===== src/rtl/i2c_pkg.sv =====
// rtl/i2c_pkg.sv - shared FSM state type and bus timing constants for the I2C master
package i2c_pkg;

    typedef enum logic [3:0] {
        IDLE,
        START,
        ADDR,
        ADDR_ACK,
        WDATA,
        WDATA_ACK,
        RDATA,
        RDATA_NACK,
        STOP
    } i2c_state_t;

    localparam int START_QTRS = 2;
    localparam int BIT_QTRS   = 4;
    localparam int STOP_QTRS  = 3;
    localparam int I2C_ADDR_W = 7;

endpackage


===== src/rtl/i2c_qtr_tick.sv =====
// rtl/i2c_qtr_tick.sv - quarter-period strobe generator with clear and stall
module i2c_qtr_tick #(
    parameter int QTR_DIV = 4
) (
    input  logic i2c_clk,
    input  logic i2c_rst_n,
    input  logic clear,
    input  logic stall,
    output logic tick
);

    localparam int CW = $clog2(QTR_DIV);

    logic [CW-1:0] cnt;

    // A stall only freezes the counter at the first cycle of a quarter.
    always_ff @(posedge i2c_clk or negedge i2c_rst_n) begin
        if (!i2c_rst_n) begin
            cnt <= '0;
        end else if (clear) begin
            cnt <= '0;
        end else if (stall && (cnt == '0)) begin
            cnt <= cnt;
        end else if (cnt == CW'(QTR_DIV - 1)) begin
            cnt <= '0;
        end else begin
            cnt <= cnt + 1'b1;
        end
    end

    assign tick = !clear && (cnt == CW'(QTR_DIV - 1));

endmodule


===== src/rtl/i2c_master_controller.sv =====
// rtl/i2c_master_controller.sv - single-byte I2C master; I2C_MASTER_CLK_STRETCH_EN enables slave clock stretching
import i2c_pkg::*;

module i2c_master_controller #(
    parameter int QTR_DIV = 4
) (
    input  logic                  i2c_clk,
    input  logic                  i2c_rst_n,
    input  logic                  cmd_valid,
    output logic                  cmd_ready,
    input  logic [I2C_ADDR_W-1:0] cmd_addr,
    input  logic                  cmd_rw,
    input  logic [7:0]            cmd_wdata,
    output logic                  rsp_valid,
    output logic [7:0]            rsp_rdata,
    output logic                  rsp_nack,
    output logic                  i2c_scl,
    output logic                  i2c_sda_oe,
    input  logic                  i2c_sda_i,
    input  logic                  i2c_scl_i
);

    i2c_state_t state, state_nxt;
    logic [1:0] qtr;
    logic [2:0] bit_cnt;
    logic [7:0] shreg;
    logic [7:0] wdata_q;
    logic       rw_q;
    logic       tick;
    logic       stall;
    logic       bit_state;
    logic       last_qtr;
    logic       qtr_end;

    assign cmd_ready = (state == IDLE);
    assign bit_state = (state inside {ADDR, ADDR_ACK, WDATA, WDATA_ACK, RDATA, RDATA_NACK});

`ifdef I2C_MASTER_CLK_STRETCH_EN
    assign stall = bit_state && (qtr == 2'd2) && !i2c_scl_i;
`else
    assign stall = 1'b0;
`endif

    i2c_qtr_tick #(.QTR_DIV(QTR_DIV)) u_qtr_tick (
        .i2c_clk   (i2c_clk),
        .i2c_rst_n (i2c_rst_n),
        .clear     (state == IDLE),
        .stall     (stall),
        .tick      (tick)
    );

    always_comb begin
        last_qtr = 1'b0;
        if (state == START)     last_qtr = (qtr == 2'(START_QTRS - 1));
        else if (state == STOP) last_qtr = (qtr == 2'(STOP_QTRS - 1));
        else if (bit_state)     last_qtr = (qtr == 2'(BIT_QTRS - 1));
    end

    assign qtr_end = tick && last_qtr;

    always_comb begin
        state_nxt  = state;
        i2c_scl    = 1'b1;
        i2c_sda_oe = 1'b0;
        case (state)
            IDLE: begin
                if (cmd_valid) state_nxt = START;
            end
            START: begin
                i2c_scl    = (qtr == 2'd0);
                i2c_sda_oe = 1'b1;
                if (qtr_end) state_nxt = ADDR;
            end
            ADDR: begin
                i2c_scl    = qtr[1];
                i2c_sda_oe = !shreg[7];
                if (qtr_end && (bit_cnt == 3'd7)) state_nxt = ADDR_ACK;
            end
            ADDR_ACK: begin
                i2c_scl = qtr[1];
                if (qtr_end) state_nxt = rsp_nack ? STOP : (rw_q ? RDATA : WDATA);
            end
            WDATA: begin
                i2c_scl    = qtr[1];
                i2c_sda_oe = !shreg[7];
                if (qtr_end && (bit_cnt == 3'd7)) state_nxt = WDATA_ACK;
            end
            WDATA_ACK: begin
                i2c_scl = qtr[1];
                if (qtr_end) state_nxt = STOP;
            end
            RDATA: begin
                i2c_scl = qtr[1];
                if (qtr_end && (bit_cnt == 3'd7)) state_nxt = RDATA_NACK;
            end
            RDATA_NACK: begin
                i2c_scl = qtr[1];
                if (qtr_end) state_nxt = STOP;
            end
            STOP: begin
                // SCL rises with SDA low, then SDA is released while SCL is high.
                i2c_scl    = (qtr != 2'd0);
                i2c_sda_oe = (qtr != 2'd2);
                if (qtr_end) state_nxt = IDLE;
            end
            default: state_nxt = IDLE;
        endcase
    end

    always_ff @(posedge i2c_clk or negedge i2c_rst_n) begin
        if (!i2c_rst_n) begin
            state     <= IDLE;
            qtr       <= 2'd0;
            bit_cnt   <= 3'd0;
            shreg     <= 8'h00;
            wdata_q   <= 8'h00;
            rw_q      <= 1'b0;
            rsp_valid <= 1'b0;
            rsp_rdata <= 8'h00;
            rsp_nack  <= 1'b0;
        end else begin
            state     <= state_nxt;
            rsp_valid <= (state == STOP) && qtr_end;
            if (state == IDLE) begin
                qtr     <= 2'd0;
                bit_cnt <= 3'd0;
                if (cmd_valid) begin
                    shreg    <= {cmd_addr, cmd_rw};
                    wdata_q  <= cmd_wdata;
                    rw_q     <= cmd_rw;
                    rsp_nack <= 1'b0;
                end
            end else if (tick) begin
                qtr <= last_qtr ? 2'd0 : qtr + 2'd1;
                // SDA is sampled on the last cycle of the SCL-high quarter 2.
                if (qtr == 2'd2) begin
                    if (state == RDATA) shreg <= {shreg[6:0], i2c_sda_i};
                    if ((state == ADDR_ACK || state == WDATA_ACK) && i2c_sda_i) rsp_nack <= 1'b1;
                end
                if (last_qtr) begin
                    case (state)
                        ADDR, WDATA: begin
                            shreg   <= {shreg[6:0], 1'b0};
                            bit_cnt <= bit_cnt + 3'd1;
                        end
                        RDATA: begin
                            bit_cnt <= bit_cnt + 3'd1;
                            if (bit_cnt == 3'd7) rsp_rdata <= shreg;
                        end
                        ADDR_ACK: shreg <= wdata_q;
                        default: ;
                    endcase
                end
            end
        end
    end

endmodule


===== config.mk =====
export PLATFORM = sky130hd
export DESIGN_NAME = i2c_master_controller
export DESIGN_NICKNAME = d
export VERILOG_FILES = /design/src/rtl/i2c_pkg.sv /design/src/rtl/i2c_qtr_tick.sv /design/src/rtl/i2c_master_controller.sv
export SDC_FILE = /design/constraint.sdc
export NUM_CORES = 1
export LEC_CHECK = 0
export ABC_AREA = 0
export BUFFER_PORTS_ARGS = -buffer_cell sky130_fd_sc_hd__clkbuf_2
export CAP_MARGIN = 15
export CELL_PAD_IN_SITES_DETAIL_PLACEMENT = 1
export CELL_PAD_IN_SITES_GLOBAL_PLACEMENT = 2
export CORE_ASPECT_RATIO = 0.75
export CORE_MARGIN = 1.5
export CORE_UTILIZATION = 30
export CTS_BUF_LIST = sky130_fd_sc_hd__clkbuf_16
export DETAILED_ROUTE_END_ITERATION = 6
export GPL_TIMING_DRIVEN = 0
export PLACE_DENSITY_LB_ADDON = 0.1
export REMOVE_ABC_BUFFERS = 1
export SLEW_MARGIN = 20
export SYNTH_ARGS = -nofsm -noshare
export SYNTH_HDL_FRONTEND = slang
export SYNTH_HIERARCHICAL = 1
export SYNTH_SLANG_ARGS = --single-unit

===== constraint.sdc =====
create_clock -name i2c_clk -period 3.01 [get_ports i2c_clk]
set_input_delay 0.1505 -clock i2c_clk [delete_from_list [all_inputs] [get_ports i2c_clk]]
set_output_delay 0.1505 -clock i2c_clk [all_outputs]
set_load 0.02 [all_outputs]

# ---- After elaboration in Yosys (flattened, before gate mapping)
# Cells that the tools add are included.
dict set report totals {
  input_bits 21
  word_cells 100
  out_inout_bits 13
  register_bits 38
}
dict set report op_classes {
  eq_ne 22
  bitwise 1
  reduce_logical 27
  add_sub_neg 3
  n_mux 37
}
# op n
set op_table {}
lappend op_table {{2-to-1 mux 8 bit} 6}
lappend op_table {{2-to-1 mux 4 bit} 9}
lappend op_table {{one-hot mux 4 bit (8 select lines)} 1}
lappend op_table {{== test 4 x 3 -> 1 bit, second input constant} 4}
lappend op_table {{one-hot mux 8 bit (2 select lines)} 1}
lappend op_table {{2-to-1 mux 2 bit} 6}
lappend op_table {{2-to-1 mux 3 bit} 4}
lappend op_table {{!= test 2 bit, second input constant} 6}
lappend op_table {{nonzero test 2 bit} 6}
lappend op_table {{== test 4 x 2 -> 1 bit, second input constant} 2}
lappend op_table {{2-to-1 mux 1 bit} 8}
lappend op_table {{AND reduction 8 bit} 1}
lappend op_table {{== test 2 bit, second input constant} 3}
lappend op_table {{!= test 2 x 1 -> 1 bit, second input constant} 3}
lappend op_table {{one-hot mux 1 bit (3 select lines)} 2}
lappend op_table {{nonzero test 6 bit} 1}
lappend op_table {{OR reduction 6 bit} 1}
lappend op_table {{logical AND 1 bit} 5}
lappend op_table {{AND reduction 5 bit} 1}
lappend op_table {{adder 2 x 1 -> 2 bit, second input constant} 2}
lappend op_table {{== test 4 x 1 -> 1 bit, second input constant} 1}
lappend op_table {{== test 4 bit, second input constant} 1}
lappend op_table {{zero test 4 bit} 1}
lappend op_table {{AND reduction 2 bit} 2}
lappend op_table {{11 further kinds} 13}

# ---- Logic depth before layout (Yosys ltp)
# Gate-level depths: netlist (run 1).
dict set report depth {
  depth_word 9
  mapped_depth 8
  depth_no_buf 6
}

# ---- By module
# Netlist (run 1), hierarchy kept.
# module area_per_inst_um2 n_inst cells_per_inst
set by_module_without_submodules {}
lappend by_module_without_submodules {i2c_master_controller 2164.6 1 208}
lappend by_module_without_submodules {i2c_qtr_tick 130.1 1 13}

# ---- Worst setup path after synthesis (run 1)
# Ideal clock, no wire load.
dict set report synth_path {
  kind {register to register}
  startpoint {reg state[3]}
  endpoint {reg rsp_rdata[0]}
  path_slack_ps 697
  setup_ps 125
  path_stages_with_launch 7
  arrival_ps 2188
  synth_period_minus_slack_ps 2313
  cell_sequence {dfrtp_1 -> nor4_4 -> nor2b_1 -> clkbuf_1 -> and2_0 -> nand3_2 -> mux2_2}
}
dict set report synth_via {
  elab_cells_between_ends 17
  classes_between {8 x eq/ne; 3 x mux; 1 x bitwise; 5 x reduce/logical}
}
# item line
set synth_rtl {}
lappend synth_rtl {{start: declaration} i2c_master_controller.sv:23} ;# i2c_state_t state, state_nxt;
lappend synth_rtl {{start signal: assignment} i2c_master_controller.sv:122} ;# state <= state_nxt;
lappend synth_rtl {{zero test 4 bit} --}
lappend synth_rtl {{net cmd_ready} i2c_master_controller.sv:10} ;# output logic cmd_ready,
lappend synth_rtl {{zero test 1 bit} i2c_qtr_tick.sv:31} ;# assign tick = !clear && (cnt == CW'(QTR_DIV - 1));
lappend synth_rtl {{logical AND 1 bit} i2c_qtr_tick.sv:31}
lappend synth_rtl {{net tick} i2c_master_controller.sv:29} ;# logic tick;
lappend synth_rtl {{AND reduction 5 bit (no line)} --}
lappend synth_rtl {{end signal: assignment} i2c_master_controller.sv:148} ;# if (bit_cnt == 3'd7) rsp_rdata <= shreg;
lappend synth_rtl {{end: declaration} i2c_master_controller.sv:15} ;# output logic [7:0] rsp_rdata,
# The timed path passes the listed nets, and every way through them passes these cells.
# A chain may end at the register's enable or synchronous reset.

# ---- Worst setup path after layout (run 1)
dict set report layout_path {
  startpoint {reg state[1]}
  endpoint {reg rsp_rdata[2]}
}
dict set report layout_via {
  elab_cells_between_ends 17
  classes_between {8 x eq/ne; 3 x mux; 1 x bitwise; 5 x reduce/logical}
}
# item line
set layout_rtl {}
lappend layout_rtl {{zero test 4 bit} i2c_master_controller.sv:47} ;# .clear (state == IDLE),
lappend layout_rtl {{zero test 1 bit} i2c_qtr_tick.sv:31}
lappend layout_rtl {{logical AND 1 bit} i2c_qtr_tick.sv:31}
lappend layout_rtl {{net tick} i2c_master_controller.sv:29}
lappend layout_rtl {{AND reduction 5 bit (no line)} --}
# The timed path passes the listed nets, and every way through them passes these cells.

==> reports/results.ini, run 1 <==
[critical_path]
required_ps = 3170
critPathArrivalTime_ps = 2860
start_kind = flop
cp-startpoint = state[1]
critical_path_class = flop to flop
r2r_start = state[1]
worst-path-max-fanout = 17
endpoint_kind = flop

[final_layout]
seqCellArea_um2 = 952
fin_nets = 283
drive_above_1_share = 0.292
n_antenna_cell = 0
fillers = 866
multiInputGateArea_um2 = 1260
synthToLayoutAreaGrowth_pct = 17.1
finalNonFillerCells = 354
final_cell_area_um2 = 2690
final_core_util = 0.365

[floorplanning]
initial_core_util = 0.312
die_area_um2 = 8190
core_um2 = 7360
core.rowCount = 27
fp.dieH_um = 78.7
io_pins = 34
die_x_um = 104

[detailed_routing]
drt-pass1-iter-count = 4
routed_wl_um = 6000
ant_nets = 0
vias = 1830
wl_per_cell_um = 16.9
first_iter_violations = 56
detail_route.vias_per_cell = 5.17
drc_errors = 0

[timing]
finClkSkew_ps = 2.26
worst_pin_slew_ps = 915
rsz0062_at_grt = no
setup_viol = 0
max_freq_mhz = 369
relSlewSlack = 0.390
hold_viol = 0
min_period_ps = 2710
maxSlewViolCount = 0
period_share = 0.899

[synth]
ys_seq_area_frac = 0.414
synth_area_leaders = dfrtp_1 41%, mux2_2 8.3%, mux2_4 4.6%, ha_1 4.4%, a21oi_1 3.3%
synth_area_um2 = 2290
synth_top_area_frac = 0.414
synth-seq-cells = 38
post-synth-top-count-cell = dfrtp_1
synth.distinct_cells = 51
avgSynthCellArea_um2 = 10.4
synth-main-ff-cell = dfrtp_1
synth_top_area_cell = dfrtp_1
async_reset_ff_frac = 1.00
yosysWarnings = 6
synth_cells = 221
synth_edf_count = 0
synthTopCellsByCount = 38 x dfrtp_1, 17 x mux2_2, 15 x a21oi_1

[clocking]
cts_tree = yes
htreeDepth = 2
clockRootBuffer = clkbuf_16
cts_made_buffers = 5
postCtsHoldBufs = 0
worstSkewPairLatency_ps = 270
clockBufferDepth = 2
cts_sinks = 38
cts.clk_slew.worst_paths_ps = 50

[place]
io_buffers = 32
placed_area_um2 = 2530
gp_congestion = 0.716
place_hpwl_um = 4120
dp_cells = 345

[pwr]
p_leak_nw = 1.23
p_per_area_nw_per_um2 = 887
p_clk_frac = 0.202
switching_share = 0.384
switching_power_mw = 0.915
p_seq_frac = 0.385
p_comb_frac = 0.413
p_int_mw = 1.47
total_power_mw = 2.38
irDropWorstVdd_uv = 227

[global_route]
overflow = 0
first_global_vias = 1919
grt_pass1_wl_um = 10100
grt_max_degree = 39
grt_usage = 0.159
antenna_found_initial = 0

[status]
status = finished, final reports clean

[hold_path]
min_path_type = primary input to async pin

[job]
max_cap_violations = 0

[power by group through the flow]
stage                     logic [mW]  registers [mW]  clock network [mW]
final                          0.984           0.917               0.483
after global routing            1.11           0.954               0.528
after detailed placement       0.986           0.925                   0
after global placement         0.971           0.927                   0
after CTS                      0.990           0.919               0.506
after floorplan                0.759           0.852                   0
[cell families (layout without fill, tap and decap cells)]
group	after synthesis	count (layout)	share of synthesized area
xor gates and xnor gates	1	1	0.00382
muxes	26	26	0.138
adders and majority gates	8	8	0.0436
other	1	4	0.00163
AOI/OAI and AO/OA	65	65	0.198
and+or+nand+nor	60	60	0.154
DFF	38	38	0.414
buffers and inverters	22	51	0.0458
[area by class of cell]
| type | count | area share |
|---|---|---|
| multi-input combinational | 164 | 0.467 |
| sequential | 38 | 0.354 |
| timing repair buffer | 36 | 0.0708 |
| tap | 101 | 0.0470 |
| clock buffer | 5 | 0.0466 |
| inverter | 9 | 0.0126 |
| clock inverter | 1 | 0.00140 |
[metrics by stage]
step / worst slack (ps) / setup TNS (ps) / hold slack (ps)
finish: 303 / 0 / 15.6
global route: 135 / 0 / 91.2
CTS: 111 / 0 / 98.2
detailed placement: -56.8 / -381 / 386
global placement: -331 / -2480 / 383
floorplan: 557 / 0 / -145
[final timing paths]
check | end | cells after the start | slack (ps)
max | rsp_rdata[2] | 5 | 300
max in group asynchronous | state[0] | 1 | 2380
min in group i2c_clk | wdata_q[5] | 2 | 100
max reg2reg | rsp_rdata[2] | 5 | 300
min | u_qtr_tick/cnt[0] | 1 | 20
min reg2reg | rsp_rdata[7] | 2 | 470
[placed cells by master (no fill, tap or decap), drive strengths merged, types with 2 or more instances in the layout]
| master | synthesis | final |
|---|---|---|
| buf | 9 | 5 |
| dfrtp | 38 | 38 |
| inv | 8 | 8 |
| nand3 | 15 | 15 |
| a21o | 4 | 4 |
| o22ai | 3 | 3 |
| nor2 | 11 | 11 |
| clkinv | 1 | 2 |
| nor3 | 3 | 3 |
| nand4bb | 2 | 2 |
| nand2b | 2 | 2 |
| o21ai | 11 | 11 |
| mux2 | 24 | 24 |
| a22o | 2 | 2 |
| conb | 1 | 4 |
| a21oi | 16 | 16 |
| a22oi | 7 | 7 |
| and2 | 2 | 2 |
| o31a | 6 | 6 |
| nand3b | 2 | 2 |
| nand2 | 12 | 12 |
| ha | 8 | 8 |
| clkbuf | 4 | 36 |
| nand4 | 4 | 4 |
| o22a | 6 | 6 |
| mux2i | 2 | 2 |
| nor2b | 2 | 2 |
[metal layers]
metal | vias to the layer above | global-route usage | share of wire
li1 | 881 | - | -
met1 | 919 | 0.230 | 0.54
met2 | 28 | 0.248 | 0.42
met3 | 2 | 0.0337 | 0.031
met4 | 0 | 0.0250 | 0.0030
met5 | - | 0 | 0
[state kept, by name, summed over array words and instances, names as in the netlist]
signal,flops
state,4
qtr,2
bit_cnt,3
rsp_valid,1
wdata_q,8
rsp_rdata,8
rw_q,1
u_qtr_tick/cnt,2
rsp_nack,1
shreg,8
[timing repair]
action | CTS | global route
setup buffers | 0 | 3
endpoints found under the setup margin | 7 | 7
endpoints found under the hold margin | 0 | 0
pin swaps | 0 | 1
gates cloned | 0 | 0
resized for setup | 1 | 0
[worst max-delay path, cell delays in order (launching register included)]
cell	delay, ps
dfrtp_1	780
nor4_4	90
nor2b_1	610
and2_0	370
nand3_2	350
mux2_2	380
Note: power is estimated with default switching activity, not from simulation.
==> run 2, diff against run 1 <==
CORE_ASPECT_RATIO = 1.4   (was 0.75)
==> run 2 against run 1 <==
  * Setup slack lost 46 ps
  * First-iteration DRC count grew 13%
  * Final area shrank 0.88%
  * Combinational power grew 0.6%
  * Clock skew grew 3.3 ps
==> reports/results.ini, run 2 (same netlist as run 1, synthesis figures left out) <==
[clocking]
post_cts_buffers = 0  ; unchanged
cts_made_buffers = 5  ; unchanged
clockRootBuffer = clkbuf_16
postCtsHoldBufs = 0  ; unchanged
cts_sinks = 38  ; unchanged
cts_tree = yes
worstSkewPairLatency_ps = 280  ; about the same
clockBufferDepth = 2  ; unchanged
htreeDepth = 2  ; unchanged
cts.clk_slew.worst_paths_ps = 60  ; about the same

[global_route]
grt_pass1_wl_um = 10500  ; +3.0%
first_global_vias = 1929  ; +0.52%
grt_usage = 0.167  ; +0.00822
grt_max_degree = 39  ; unchanged
overflow = 0  ; unchanged
antenna_found_initial = 0  ; unchanged

[pwr]
p_leak_nw = 1.23  ; -0.57%
irDropWorstVdd_uv = 387  ; +71%
p_comb_frac = 0.412  ; about the same
p_int_mw = 1.47  ; -0.12%
total_power_mw = 2.40  ; +0.85%
p_seq_frac = 0.381  ; -0.004
p_per_area_nw_per_um2 = 903  ; +1.7%
p_clk_frac = 0.207  ; +0.005
switching_share = 0.390  ; +0.00594
switching_power_mw = 0.937  ; +2.4%

[place]
place_hpwl_um = 4340  ; +5.4%
gp_congestion = 0.780  ; +8.9%
io_buffers = 32  ; unchanged
dp_cells = 341  ; -1.2%
placed_area_um2 = 2530  ; -0.30%

[detailed_routing]
detail_route.vias_per_cell = 5.13  ; -0.72%
routed_wl_um = 6380  ; +6.3%
wl_per_cell_um = 18.3  ; +8.2%
first_iter_violations = 63  ; +13%
vias = 1786  ; -2.4%
drt-pass1-iter-count = 4  ; unchanged
drc_errors = 0  ; unchanged
ant_nets = 0  ; unchanged

[job]
max_cap_violations = 0  ; unchanged

[floorplanning]
io_pins = 34  ; unchanged
die_x_um = 76.9  ; -26%
fp.dieH_um = 106  ; +35%
core.rowCount = 37  ; +37%
core_um2 = 7360  ; about the same
initial_core_util = 0.312  ; about the same
die_area_um2 = 8190  ; about the same

[critical_path]
start_kind = flop
rrSetupSlack_ps = 260  ; -50 ps
required_ps = 3170  ; about the same
critical_path_class = flop to flop
worst-path-max-fanout = 15  ; -2
critPathArrivalTime_ps = 2910  ; +50 ps
endpoint_kind = flop

[final_layout]
synthToLayoutAreaGrowth_pct = 16.1
top_regs = rsp_rdata: 8 flops, shreg: 8 flops, wdata_q: 8 flops
final_cell_mix = 37 x dfrtp_1, 31 x clkbuf_2, 17 x mux2_2
fin_nets = 280  ; -1.1%
final_common_cell = dfrtp_1
finalNonFillerCells = 348  ; -1.7%
drive_above_1_share = 0.287  ; -0.00564
n_antenna_cell = 0  ; unchanged
final_cell_area_um2 = 2660  ; -0.88%

[timing]
relSlewSlack = 0.384  ; -0.00601
hold_ws_ps = 12.7  ; -2.90 ps
worst_pin_slew_ps = 924  ; +9.01 ps
min_period_ps = 2750  ; +45.6 ps
maxSlewViolCount = 0  ; unchanged
rsz0062_at_grt = no
hold_viol = 0  ; unchanged
period_share = 0.914  ; +0.0152
finClkSkew_ps = 5.54  ; +3.27 ps
fin_setup_tns_ps = 0  ; unchanged
setup_viol = 0  ; unchanged
max_freq_mhz = 363  ; -1.7%

[hold_path]
min_path_type = primary input to async pin

[status]
status = finished, final reports clean

-- run 2: worst paths after layout --
path / start / to / cells after the start
max: state[3] / rsp_rdata[2] / 5
min: i2c_rst_n / qtr[0] / 1
max reg2reg: state[3] / rsp_rdata[2] / 5
min reg2reg: rsp_rdata[7] / rsp_rdata[7] / 2
max in group asynchronous: i2c_rst_n / state[0] / 1
min in group i2c_clk: cmd_wdata[0] / wdata_q[0] / 2
-- run 2: critical path, stage by stage (launching register included) --
cell and delay [ps]:
dfrtp_1 590, nor4_4 780, nor2b_2 260, and2_0 340
nand3_2 280, mux2_2 370
-- run 2: through the flow --
stage	worst slack [ps]	util
final	258	0.362
after global routing	31.5	0.362
after CTS	103	0.362
after detailed placement	-120	0.343
after global placement	-406	0.342
after floorplan	557	-
-- run 2: area by class of cell --
cell class | count | area (µm²)
clock buffer | 5 | 125
clock inverter | 2 | 7.51
fill | 837 | 4700
inverter | 9 | 33.8
multi-input combinational | 164 | 1260
sequential | 38 | 952
tap | 97 | 121
timing repair buffer | 33 | 165
-- run 2: layer usage --
| metal | wire length [µm] | share of wire | global-route usage | up-vias |
|---|---|---|---|---|
| met1 | 2730 | 0.43 | 0.192 | 885 |
| li1 | - | - | - | 870 |
| met4 | 75 | 0.012 | 0.0476 | 0 |
| met2 | 3400 | 0.53 | 0.312 | 25 |
| met3 | 177 | 0.028 | 0.0283 | 6 |
| met5 | 0 | 0 | 0 | - |
-- run 2: repair_timing --
| action | 4_1_cts | 5_1_grt |
|---|---|---|
| pin swaps | 0 | 0 |
| endpoints found under the setup margin | 8 | 7 |
| gates resized for setup | 1 | 1 |
-- run 2: power groups by stage --
stage | registers [mW] | clock network, mW | logic, mW
finish | 0.917 | 0.497 | 0.990
global route | 0.954 | 0.527 | 1.12
CTS | 0.924 | 0.512 | 1.01
detailed placement | 0.929 | 0 | 1.00
global placement | 0.931 | 0 | 0.986
floorplan | 0.852 | 0 | 0.759
